`src/rtl/parity_tx_ctrl_if.sv`:
```
`default_nettype none
// ============================================================================
// Module  : parity_tx_ctrl_if
// Brief   : Word handshake and serial line bundle for the parity transmitter.
// Revision: 1.0
// ============================================================================
interface parity_tx_ctrl_if #(
    parameter int N = 8
);
    logic [N-1:0] d_in;
    logic         d_valid;
    logic         d_ready;
    logic         p_type;
    logic         tx;
    logic         busy;
    logic         done;

    modport master (
        output d_in, d_valid, p_type,
        input  d_ready, tx, busy, done
    );

    modport slave (
        input  d_in, d_valid, p_type,
        output d_ready, tx, busy, done
    );
endinterface
`default_nettype wire

```
`src/rtl/parity_tx_ctrl.sv`:
```
`default_nettype none
// ============================================================================
// Module  : parity_tx_ctrl
// Brief   : Serial transmitter framing a word as start, data LSB first, parity, stop.
// Revision: 1.0
// ============================================================================
module parity_tx_ctrl #(
    parameter int N            = 8,
    parameter int CLKS_PER_BIT = 4
) (
    input  wire               clk,
    input  wire               rst_n,
    parity_tx_ctrl_if.slave   bus
);
    localparam int CW = (CLKS_PER_BIT > 1) ? $clog2(CLKS_PER_BIT) : 1;
    localparam int BW = (N > 1) ? $clog2(N) : 1;

    typedef enum logic [2:0] {
        S_IDLE   = 3'd0,
        S_START  = 3'd1,
        S_DATA   = 3'd2,
        S_PARITY = 3'd3,
        S_STOP   = 3'd4
    } state_t;

    state_t        r_state;
    state_t        w_state_next;
    logic [CW-1:0] r_baud;
    logic [CW-1:0] w_baud_next;
    logic [BW-1:0] r_bit;
    logic [BW-1:0] w_bit_next;
    logic [N-1:0]  r_data;
    logic          r_parity;
    logic          r_tx;
    logic          w_tx_next;
    logic          r_done;
    logic          w_wrap;
    logic          w_last_bit;
    logic          w_accept;

    assign w_wrap     = (r_baud == CW'(CLKS_PER_BIT - 1));
    assign w_last_bit = (r_bit == BW'(N - 1));
    assign w_accept   = bus.d_valid && (r_state == S_IDLE);

    always_comb begin
        w_state_next = r_state;
        w_bit_next   = r_bit;
        w_baud_next  = (r_state == S_IDLE || w_wrap) ? '0 : r_baud + 1'b1;
        case (r_state)
            S_IDLE:   if (w_accept) w_state_next = S_START;
            S_START:  if (w_wrap)   w_state_next = S_DATA;
            S_DATA: begin
                if (w_wrap) begin
                    if (w_last_bit) begin
                        w_state_next = S_PARITY;
                        w_bit_next   = '0;
                    end else begin
                        w_bit_next   = r_bit + 1'b1;
                    end
                end
            end
            S_PARITY: if (w_wrap)   w_state_next = S_STOP;
            S_STOP:   if (w_wrap)   w_state_next = S_IDLE;
            default:  w_state_next = S_IDLE;
        endcase

        // tx is registered, so it is derived from where the FSM is heading
        w_tx_next = 1'b1;
        case (w_state_next)
            S_START:  w_tx_next = 1'b0;
            S_DATA:   w_tx_next = r_data[w_bit_next];
            S_PARITY: w_tx_next = r_parity;
            default:  w_tx_next = 1'b1;
        endcase
    end

    always_ff @(posedge clk or negedge rst_n) begin
        if (!rst_n) begin
            r_state  <= S_IDLE;
            r_baud   <= '0;
            r_bit    <= '0;
            r_data   <= '0;
            r_parity <= 1'b0;
            r_tx     <= 1'b1;
            r_done   <= 1'b0;
        end else begin
            r_state <= w_state_next;
            r_baud  <= w_baud_next;
            r_bit   <= w_bit_next;
            r_tx    <= w_tx_next;
            r_done  <= (r_state == S_STOP) && w_wrap;
            if (w_accept) begin
                r_data   <= bus.d_in;
                // even type: parity equals XOR of data; odd type: its inverse
                r_parity <= bus.p_type ? (^bus.d_in) : ~(^bus.d_in);
            end
        end
    end

    assign bus.d_ready = (r_state == S_IDLE);
    assign bus.busy    = (r_state != S_IDLE);
    assign bus.tx      = r_tx;
    assign bus.done    = r_done;
endmodule
`default_nettype wire
```
`src/flat_wrapper.sv`:
```
// flat-port wrapper written by rule: the top's interface ports become plain ports
module parity_tx_ctrl_flat 
#(
    parameter int N            = 8,
    parameter int CLKS_PER_BIT = 4
)
  (clk, rst_n, bus_d_in, bus_d_valid, bus_p_type, bus_d_ready, bus_tx, bus_busy, bus_done);
  parity_tx_ctrl_if #(.N(N)) bus_i ();
  input  wire clk;
  input  wire rst_n;
  input wire logic [$bits(bus_i.d_in)-1:0] bus_d_in;
  input wire logic [$bits(bus_i.d_valid)-1:0] bus_d_valid;
  input wire logic [$bits(bus_i.p_type)-1:0] bus_p_type;
  output wire logic [$bits(bus_i.d_ready)-1:0] bus_d_ready;
  output wire logic [$bits(bus_i.tx)-1:0] bus_tx;
  output wire logic [$bits(bus_i.busy)-1:0] bus_busy;
  output wire logic [$bits(bus_i.done)-1:0] bus_done;
  assign bus_i.d_in = bus_d_in;
  assign bus_i.d_valid = bus_d_valid;
  assign bus_i.p_type = bus_p_type;
  assign bus_d_ready = bus_i.d_ready;
  assign bus_tx = bus_i.tx;
  assign bus_busy = bus_i.busy;
  assign bus_done = bus_i.done;
  parity_tx_ctrl #(.N(N), .CLKS_PER_BIT(CLKS_PER_BIT)) u_core (.clk(clk), .rst_n(rst_n), .bus(bus_i));
endmodule
```
`config.mk`:
```
export PLATFORM = sky130hd
export DESIGN_NAME = parity_tx_ctrl_flat
export DESIGN_NICKNAME = d
export VERILOG_FILES = /design/src/rtl/parity_tx_ctrl_if.sv /design/src/rtl/parity_tx_ctrl.sv /design/src/flat_wrapper.sv
export SDC_FILE = /design/constraint.sdc
export NUM_CORES = 1
export LEC_CHECK = 0
export ABC_AREA = 1
export CAP_MARGIN = 20
export CORE_MARGIN = 2
export CORE_UTILIZATION = 40
export DETAILED_ROUTE_END_ITERATION = 6
export PLACE_DENSITY = 0.73
export SKIP_LAST_GASP = 1
export SLEW_MARGIN = 20
export SYNTH_ARGS = -nofsm -noshare
export SYNTH_HDL_FRONTEND = slang
export SYNTH_SLANG_ARGS = --single-unit
```
`constraint.sdc`:
```
create_clock -name clk -period 2.1 [get_ports clk]
set_clock_uncertainty 0.15 [all_clocks]
set_input_delay 0.21 -clock clk [delete_from_list [all_inputs] [get_ports clk]]
set_output_delay 0.21 -clock clk [all_outputs]
set_load 0.1 [all_outputs]
```
==> metrics.md, run 1 <==
| Metric | Value |
|---|---|
| Status | `complete, no violations` |
| Worst r2r src | `u_core.r_bit[0]$_DFF_PN0_` |
| Clk_lat worst skew | `0.29 ns` |
| WL per Instance | `11.4 um` |
| Nets | `161` |
| Top cells by count, synth | `nand2_1, dfrtp_1, nand3_1` |
| RSZ-0062 raised after global routing | `false` |
| Die Width | `55.8 um` |
| Area share of the largest cell type after synthesis | `0.420` |
| EDFF count, synth | `0` |
| Cell with the most instances after synthesis | `nand2_1` |
| Post-detail-place hpwl | `1600 um` |
| DR vias/cell | `4.93` |
| Final Instance Area | `1300 sq um` |
| Setup CP Type | `flip-flop to flip-flop` |
| R2r endpoint | `u_core.bus.tx$_DFF_PN1_` |
| Startpoint types | `flip-flop` |
| Core area | `2500 sq um` |
| Inserted Clock Buffers | `3` |
| Synth top area cells | `dfrtp_1, nand2_1, nand3_1` |
| Inst Count DP | `171` |
| Number of global-route vias before repair | `824` |
| Largest net degree at the start of global routing | `12` |
| Layout cell share with drive strength beyond 1 | `0.207` |
| Max-cap check violation count | `0` |
| Final hold violations | `0` |
| Setup_tns | `0 ns` |
| Max clock buf depth | `2` |
| Util after Layout | `0.521` |
| Mapped Nets | `141` |
| Synth cell types | `23` |
| Root buf cell | `clkbuf_4` |
| Seq/Total Area, Yosys | `0.445` |
| Final critical-path required period | `1.86 ns` |
| Ys Warns | `0` |
| Synth async-reset ratio | `1.00` |
| Synthesized flop and latch total | `19` |
| DR DRC count | `0` |
| Setup crit end kind | `flip-flop` |
| I/O pins | `16` |
| Critical Path Fanout Max | `5` |
| Total power draw | `0.935 mW` |
| VDD IR max | `0.423 mV` |
| Antenna Cells | `0` |
| Total track usage | `0.140` |
| Leak Pwr | `0.697 nW` |
| Main synth FF type | `dfrtp_1` |
| Pwr dens | `718 nW/um^2` |
| Syn avg cell area | `8.51 sq um` |
| Initial antenna violation count | `0` |
| Worst reg2reg path depth | `11` |
| RD Place Congestion | `0.914` |
| Initial drt markers | `10` |
| Antenna Nets Post-Route | `0` |
| Die area | `3110 sq um` |
| Drt total wl | `2000 um` |
| # setup viols final | `0` |
| DRT Pass-1 Iters | `4` |
| Clock slew at the register clock pins of the worst setup and hold paths | `0.11 ns` |
| Clock sink total | `19` |
| H-tree depth | `1` |
| WP data required | `2.19 ns` |
| Tightest Pin Transition | `0.531 ns` |
| Die Ht | `55.8 um` |
| Post-DP Area | `1270 sq um` |
| Crit path DAT | `1.95 ns` |
| Gr ovfl total | `0` |
| Resized cells post-CTS | `0` |
| Post-CTS setup buffer count | `0` |
| Hold bufs inserted after CTS | `0` |
| CTS tree | `built` |
| Fin crit share | `0.884` |
| Syn Std Cell Area | `1070 sq um` |
| Final std cells w/o fill | `175` |
| P&R area growth vs syn | `21.4%` |
| Largest area contributor in the netlist | `dfrtp_1` |
| Slew Viols, Final | `0` |
| Global-route wire length before repair | `3450 um` |
| Vias | `863` |
| Normalized max-slew margin | `0.645` |
| Fmax | `538 MHz` |
| Starting Density | `0.429` |
| R2R setup slack | `0.24 ns` |
| Mapped Cells | `126` |
| Core Rows | `18` |
| # port buffers | `15` |
| Worst hold path class | `input port to async pin` |
| Filler cell count | `230` |
==> how the worst max path moves through the flow <==
stage | startpoint | slack [ns] | to | depth (start not counted)
3_3_place_gp | u_core.r_bit[0]$_DFF_PN0_ | 0.37 | u_core.bus.tx$_DFF_PN1_ | 10
4_1_cts | u_core.r_bit[0]$_DFF_PN0_ | 0.25 | u_core.bus.tx$_DFF_PN1_ | 11
3_5_place_dp | u_core.r_bit[0]$_DFF_PN0_ | 0.28 | u_core.bus.tx$_DFF_PN1_ | 11
6_report | u_core.r_bit[0]$_DFF_PN0_ | 0.24 | u_core.bus.tx$_DFF_PN1_ | 11
2_1_floorplan | u_core.r_state[0]$_DFF_PN0_ | 0.10 | u_core.r_parity$_DFFE_PN0P_ | 8
5_1_grt | u_core.r_bit[0]$_DFF_PN0_ | 0.14 | u_core.bus.tx$_DFF_PN1_ | 11
==> metal layers <==
layer | global-route usage | share of wire | routed length (um) | up-vias
li1 | - | - | - | 437
met1 | 0.158 | 0.43 | 861 | 408
met2 | 0.250 | 0.53 | 1060 | 16
met3 | 0.0140 | 0.028 | 56 | 2
met4 | 0.0836 | 0.013 | 27 | 0
met5 | 0 | 0 | 0 | -
==> final cells by class <==
class / instances / area [sq um] / area share
clock inverter: 1 / 5.00 / 0.00385
inverter: 15 / 62.6 / 0.0481
tap: 30 / 37.5 / 0.0288
timing repair buffer: 16 / 173 / 0.133
clock buffer: 3 / 22.5 / 0.0173
sequential: 19 / 477 / 0.366
multi-input combinational: 91 / 524 / 0.403
==> cell usage in the layout, fill, tap and decap left out, types with 3 or more instances in the layout <==
master           count
clkdlybuf4s50_1     11
nand2_4              5
ha_1                 3
nand2_2              4
nand3_2              3
buf_4                3
inv_1               11
dfrtp_1             18
nor2_1               7
xnor2_1              5
nand3_1             16
clkbuf_4             3
nand2_1             39
==> report_power, final <==
part           internal (mW)  switching, mW  total [mW]  leakage, nW
clock network         0.0708          0.111       0.181       0.0177
logic                  0.116          0.194       0.310        0.437
registers              0.412         0.0309       0.443        0.242
==> critical path: stages, from the launching register on <==
cell     delay [ns]
dfrtp_1        0.44
ha_1           0.23
ha_1           0.20
nor2_1         0.11
nand3_2        0.15
nand2_4        0.13
nand2_2        0.04
nand3_1        0.07
nand3_1        0.07
nand2_1        0.08
nand2_1        0.06
nand3_2        0.06
==> state kept, by name, indices dropped and copies added (netlist names) <==
name             count
u_core.bus.tx        1
u_core.r_state       3
u_core.r_bit         3
u_core.r_baud        2
u_core.bus.done      1
u_core.r_parity      1
u_core.r_data        8
==> per-stage QoR <==
stage | hold WS (ns) | worst slack (ns)
finish | 0.104 | 0.243
global route | 0.134 | 0.144
CTS | 0.110 | 0.248
detailed placement | 0.278 | 0.282
global placement | 0.268 | 0.371
floorplan | -0.236 | 0.100
==> logic make-up (layout without fill, tap and decap cells) <==
logic type,Yosys count,in the layout,synth area share
AO/OA/AOI/OAI,4,4,0.0373
XOR/XNOR,6,6,0.0490
adder cells (fa/ha/maj),3,3,0.0350
buffers and inverters,16,35,0.0665
flip-flops,19,19,0.445
AND/OR/NAND/NOR,78,78,0.368
No activity file was read; power rests on OpenSTA's default activity.
==> inputs of run 2 (changes only) <==
==> constraint.sdc (replaced) <==
create_clock -name clk -period 2.31 [get_ports clk]
set_clock_uncertainty 0.15 [all_clocks]
set_input_delay 0.231 -clock clk [delete_from_list [all_inputs] [get_ports clk]]
set_output_delay 0.231 -clock clk [all_outputs]
set_load 0.1 [all_outputs]
==> run 2 against run 1 <==
  * Global-route usage unchanged
  * Highest routed layer unchanged
  * Register-to-register slack better by 0.25 ns
  * Via count fell by 1.7%
  * Critical path type unchanged
  * Combinational power fell by 13%
  * Die area unchanged
  * Power is 11% lower
  * Core utilization shrank 0.65 points
  * Critical endpoint unchanged
  * Flip-flop and latch count is the same
  * Routed wire length shrank 7.1%
  * Hold slack improved by 0.011 ns
==> metrics.md, run 2 (synthesis results as in run 1) <==
| Metric | Value |
|---|---|
| Status | `complete, no violations` |
| Die Width | `55.8 um (unchanged)` |
| Nets | `161 (unchanged)` |
| Final std cells w/o fill | `175 (unchanged)` |
| Layout cell share with drive strength beyond 1 | `0.200 (-0.00690)` |
| Startpoint types | `flip-flop` |
| Clock slew at the register clock pins of the worst setup and hold paths | `0.10 ns (about the same)` |
| Post-CTS setup buffer count | `0 (unchanged)` |
| Filler cell count | `234 (+1.7%)` |
| Max FFs per register | `8 (unchanged)` |
| Die Ht | `55.8 um (unchanged)` |
| CTS tree | `built` |
| Inserted Clock Buffers | `3 (unchanged)` |
| DRT Pass-1 Iters | `4 (unchanged)` |
| Resized cells post-CTS | `0 (unchanged)` |
| Fin crit share | `0.788 (-0.0966)` |
| Post-detail-place hpwl | `1520 um (-4.9%)` |
| Core Rows | `18 (unchanged)` |
| Slowest-stage cell, CP | `dfrtp_1` |
| # setup viols final | `0 (unchanged)` |
| RD Place Congestion | `0.897 (-1.9%)` |
| Leak Pwr | `0.689 nW (-1.2%)` |
| DR DRC count | `0 (unchanged)` |
| Inst Count DP | `171 (unchanged)` |
| Clock sink total | `19 (unchanged)` |
| Commonest non-fill, non-tap cell in the layout | `nand2_1` |
| Pwr dens | `649 nW/um^2 (-9.7%)` |
| Critical Path Fanout Max | `5 (unchanged)` |
| Fmax | `550 MHz (+2.1%)` |
| Largest regs | `u_core.r_data: 8 flops, u_core.r_bit: 3 flops, u_core.r_state: 3 flops` |
| Total track usage | `0.140 (unchanged)` |
| Initial antenna violation count | `0 (unchanged)` |
| Most frequent cells in the layout | `nand2_1, dfrtp_1, nand3_1` |
| Multi-input logic area | `524 sq um (unchanged)` |
| Max stage delay on crit path | `0.45 ns (about the same)` |
| Core area | `2500 sq um (unchanged)` |
| Tightest Pin Transition | `0.292 ns (-0.240 ns)` |
| Number of global-route vias before repair | `845 (+2.5%)` |
| Gr ovfl total | `0 (unchanged)` |
| Normalized max-slew margin | `0.804 (+0.159)` |
| Worst hold path class | `input port to async pin` |
| # port buffers | `15 (unchanged)` |
| Setup CP Type | `flip-flop to flip-flop` |
| RSZ-0062 raised after global routing | `false` |
| Antenna Nets Post-Route | `0 (unchanged)` |
| Crit path DAT | `1.91 ns (-0.04 ns)` |
| Vias | `848 (-1.7%)` |
| Final critical-path required period | `1.82 ns (-0.0375 ns)` |
| Hold bufs inserted after CTS | `0 (unchanged)` |
| Drt total wl | `1860 um (-7.1%)` |
| Starting Density | `0.429 (unchanged)` |
| Global-route wire length before repair | `3490 um (+1.2%)` |
| Register area | `477 sq um (unchanged)` |
| Clk_lat worst skew | `0.29 ns (about the same)` |
| WL per Instance | `10.6 um (-7.1%)` |
| Final hold violations | `0 (unchanged)` |
| Worst path cell trace | `ha_1, ha_1, nor2_1, nand3_2, nand2_4, nand2_2, nand3_1, nand3_1, nand2_1, nand2_1, nand3_2` |
| VDD IR max | `0.466 mV (+10%)` |
| Die area | `3110 sq um (unchanged)` |
| Initial drt markers | `9 (-1)` |
| WP data required | `2.40 ns (+0.21 ns)` |
| Setup crit end kind | `flip-flop` |
| Max-cap check violation count | `0 (unchanged)` |
| Reg with most FFs | `u_core.r_data` |
| Setup_tns | `0 ns (unchanged)` |
| I/O pins | `16 (unchanged)` |
| Slew Viols, Final | `0 (unchanged)` |
| H-tree depth | `1 (unchanged)` |
| Largest net degree at the start of global routing | `20 (+8)` |
| Antenna Cells | `0 (unchanged)` |
| P&R area growth vs syn | `19.8%` |
| Root buf cell | `clkbuf_4` |
| DR vias/cell | `4.85 (-1.7%)` |
| Max clock buf depth | `2 (unchanged)` |
[run 2: changes by cell type in the layout (fill, tap and decap cells not counted), sizes merged]
cell	before	now
clkinv	2	1
clkbuf	3	4
[run 2: critical path: cells and delay by family (launching register included)]
| kind | cells | cell delay, ns |
|---|---|---|
| flip-flops | 1 | 0.45 |
| AND/OR/NAND/NOR | 9 | 0.77 |
| adder cells (fa/ha/maj) | 2 | 0.42 |
[run 2: layout make-up]
| cell class | instances | area share |
|---|---|---|
| timing repair buffer | 16 | 0.125 |
| multi-input combinational | 91 | 0.408 |
| sequential | 19 | 0.371 |
| tap | 30 | 0.0292 |
| inverter | 15 | 0.0467 |
| clock buffer | 4 | 0.0204 |
[run 2: worst paths after layout]
kind                                             from                            to  slack (ns)  cells past startpoint
min reg2reg                u_core.r_baud[0]$_DFF_PN0_    u_core.r_baud[0]$_DFF_PN0_        0.29                      1
min                                             rst_n  u_core.r_data[2]$_DFFE_PN0P_        0.11                      2
max                         u_core.r_bit[0]$_DFF_PN0_       u_core.bus.tx$_DFF_PN1_        0.49                     11
min in group clk           u_core.r_baud[0]$_DFF_PN0_    u_core.r_baud[0]$_DFF_PN0_        0.29                      1
max in group asynchronous                       rst_n       u_core.bus.tx$_DFF_PN1_        1.64                      2
max reg2reg                 u_core.r_bit[0]$_DFF_PN0_       u_core.bus.tx$_DFF_PN1_        0.49                     11
[run 2: power breakdown]
group	total, mW	internal, mW	switching [mW]	leakage, nW
clock	0.161	0.0671	0.0940	0.0150
combinational	0.271	0.0979	0.173	0.432
sequential	0.402	0.375	0.0272	0.242
[run 2: per-stage QoR]
stage	cell area [sq um]	worst slack (ns)	power, mW	util	hold slack [ns]
floorplan	1070	0.174	0.603	-	-0.215
global placement	1260	0.583	0.674	0.504	0.269
detailed placement	1260	0.509	0.682	0.504	0.282
CTS	1280	0.481	0.845	0.514	0.116
global route	1280	0.362	0.893	0.514	0.140
finish	1280	0.490	0.834	0.514	0.114
[run 2: layer usage]
metal / global-route usage / share of wire
met1: 0.169 / 0.46
met2: 0.241 / 0.50
met3: 0.0140 / 0.022
met4: 0.0767 / 0.016
met5: 0 / 0
==> inputs of run 3 (changes only) <==
--- a/config.mk
+++ b/config.mk
@@ -10,7 +10,7 @@
 export CORE_MARGIN = 2
 export CORE_UTILIZATION = 40
 export DETAILED_ROUTE_END_ITERATION = 6
-export PLACE_DENSITY = 0.73
+export PLACE_DENSITY = 0.75
 export SKIP_LAST_GASP = 1
 export SLEW_MARGIN = 20
 export SYNTH_ARGS = -nofsm -noshare
==> constraint.sdc (replaced) <==
create_clock -name clk -period 1.65 [get_ports clk]
set_clock_uncertainty 0.15 [all_clocks]
set_input_delay 0.165 -clock clk [delete_from_list [all_inputs] [get_ports clk]]
set_output_delay 0.165 -clock clk [all_outputs]
set_load 0.1 [all_outputs]
==> run 3 against run 2 <==
  * Hold slack worse by 0.068 ns
  * Combinational power rose by 60%
  * Clock power rose by 42%
  * Critical path type unchanged
  * Largest power group unchanged
  * Highest routed layer unchanged
==> metrics.md, run 3 (synthesis results as in run 1) <==
| Metric | Value |
|---|---|
| Most frequent cells in the layout | `nand2_1, dfrtp_1, nand3_1` |
| Largest regs | `u_core.r_data: 8 flops, u_core.r_bit: 3 flops, u_core.r_state: 3 flops` |
| RSZ-0062 raised after global routing | `true` |
| Global-route wire length before repair | `3550 um (+1.8%)` |
| DRT Pass-1 Iters | `4 (unchanged)` |
| Max clock buf depth | `2 (unchanged)` |
| Register area | `478 sq um (+0.26%)` |
| Commonest non-fill, non-tap cell in the layout | `nand2_1` |
| Layout cell share with drive strength beyond 1 | `0.281 (+0.0810)` |
| # port buffers | `15 (unchanged)` |
| Hold bufs inserted after CTS | `0 (unchanged)` |
| Startpoint types | `flip-flop` |
| Vias | `864 (+1.9%)` |
| DR vias/cell | `4.72 (-2.6%)` |
| Worst reg2reg path depth | `11 (unchanged)` |
| Reg with most FFs | `u_core.r_data` |
| Die Ht | `55.8 um (unchanged)` |
| WL per Instance | `11.3 um (+6.1%)` |
| Initial drt markers | `11 (+2)` |
| Worst r2r src | `u_core.r_bit[1]$_DFF_PN0_` |
| Status | `complete, no violations` |
| Inst Count DP | `176 (+2.9%)` |
| Total track usage | `0.146 (+0.00623)` |
| CP startpoint | `u_core.r_bit[1]$_DFF_PN0_` |
| Clock slew at the register clock pins of the worst setup and hold paths | `0.10 ns (about the same)` |
| H-tree depth | `1 (unchanged)` |
| Place WS | `-0.0330 ns (-0.542 ns)` |
| Die Width | `55.8 um (unchanged)` |
| Number of global-route vias before repair | `854 (+1.1%)` |
| Normalized max-slew margin | `0.823 (+0.0193)` |
| Core area | `2500 sq um (unchanged)` |
| R2R setup slack | `0.03 ns (-0.46 ns)` |
| Final std cells w/o fill | `183 (+4.6%)` |
| Root buf cell | `clkbuf_4` |
| Antenna Cells | `0 (unchanged)` |
| Clk_lat worst skew | `0.29 ns (about the same)` |
| Core Rows | `18 (unchanged)` |
| Final critical-path required period | `1.62 ns (-0.204 ns)` |
| Tightest Pin Transition | `0.263 ns (-0.0286 ns)` |
| Setup CP Type | `flip-flop to flip-flop` |
| Fin crit share | `0.979 (+0.192)` |
| Crit path DAT | `1.71 ns (-0.20 ns)` |
| DR DRC count | `0 (unchanged)` |
| Pwr dens | `850 nW/um^2 (+31%)` |
| Gr ovfl total | `0 (unchanged)` |
| WP data required | `1.75 ns (-0.65 ns)` |
| CTS tree | `built` |
| Worst hold path class | `input port to async pin` |
| Max FFs per register | `8 (unchanged)` |
| Fmax | `619 MHz (+13%)` |
| Final hold violations | `0 (unchanged)` |
| PnR worst setup slack | `0.0342 ns (-0.456 ns)` |
| VDD IR max | `0.643 mV (+38%)` |
| Largest net degree at the start of global routing | `20 (unchanged)` |
| Nets | `169 (+5.0%)` |
| Starting Density | `0.429 (unchanged)` |
| P&R area growth vs syn | `35.1%` |
| RD Place Congestion | `0.801 (-11%)` |
| Initial antenna violation count | `0 (unchanged)` |
| Inserted Clock Buffers | `3 (unchanged)` |
| Post-detail-place hpwl | `1600 um (+5.1%)` |
| Min Hold Slack | `0.0468 ns (-0.0676 ns)` |
| Max-cap check violation count | `0 (unchanged)` |
| Multi-input logic area | `581 sq um (+11%)` |
| Setup crit end kind | `flip-flop` |
| R2r endpoint | `u_core.bus.tx$_DFF_PN1_` |
| Filler cell count | `236 (+0.85%)` |
| Leak Pwr | `0.748 nW (+8.5%)` |
| Drt total wl | `2060 um (+11%)` |
| Clock sink total | `19 (unchanged)` |
| # setup viols final | `0 (unchanged)` |
| Antenna Nets Post-Route | `0 (unchanged)` |
| Die area | `3110 sq um (unchanged)` |
| Slew Viols, Final | `0 (unchanged)` |
| I/O pins | `16 (unchanged)` |
| Critical Path Fanout Max | `5 (unchanged)` |
-- run 3: worst max path at each step --
| stage | endpoint | slack (ns) | depth (start not counted) |
|---|---|---|---|
| floorplan | u_core.bus.tx$_DFF_PN1_ | 0.01 | 11 |
| global placement | u_core.bus.tx$_DFF_PN1_ | 0.0003 | 11 |
| detailed placement | u_core.bus.tx$_DFF_PN1_ | -0.03 | 11 |
| CTS | u_core.bus.tx$_DFF_PN1_ | 0.002 | 12 |
| global route | u_core.bus.tx$_DFF_PN1_ | -0.11 | 11 |
| finish | u_core.bus.tx$_DFF_PN1_ | 0.03 | 11 |
-- run 3: routing by layer --
metal | track usage | routed length (um)
met2 | 0.270 | 1140
met3 | 0.0279 | 71
met5 | 0 | 0
met1 | 0.164 | 828
met4 | 0.0523 | 19
-- run 3: worst max-delay path, cell delays in order (launching register included) --
cell     delay [ns]
dfrtp_1        0.40
ha_2           0.21
ha_4           0.17
nor2_4         0.09
nand3_4        0.12
nand2_4        0.10
nand2_1        0.05
nand3_1        0.06
nand3_1        0.07
nand2_1        0.06
nand2_1        0.05
nand3_2        0.05
-- run 3: per-stage QoR --
| stage | power, mW | setup TNS [ns] | util | area, sq um |
|---|---|---|---|---|
| after floorplan | 0.865 | 0 | - | 1110 |
| after global placement | 0.995 | 0 | 0.547 | 1370 |
| after detailed placement | 1.01 | -0.0330 | 0.547 | 1370 |
| after CTS | 1.24 | 0 | 0.567 | 1420 |
| after global routing | 1.31 | -0.120 | 0.580 | 1450 |
| final | 1.23 | 0 | 0.580 | 1450 |
-- run 3: layout make-up --
class / instances / share of cell area
clock buffer: 4 / 0.0181
inverter: 15 / 0.0475
sequential: 19 / 0.330
multi-input combinational: 91 / 0.401
tap: 30 / 0.0259
timing repair buffer: 24 / 0.178
-- run 3: timing repair --
item / CTS / global route
resized for setup: 3 / 5
buffers inserted: 1 / 2
gates cloned: 0 / 0
pin swaps: 2 / 4
setup endpoints to repair: 1 / 2
-- run 3: power by group --
| part | internal, mW | switching, mW |
|---|---|---|
| Clock | 0.0941 | 0.134 |
| Sequential | 0.526 | 0.0440 |
| Combinational | 0.176 | 0.257 |
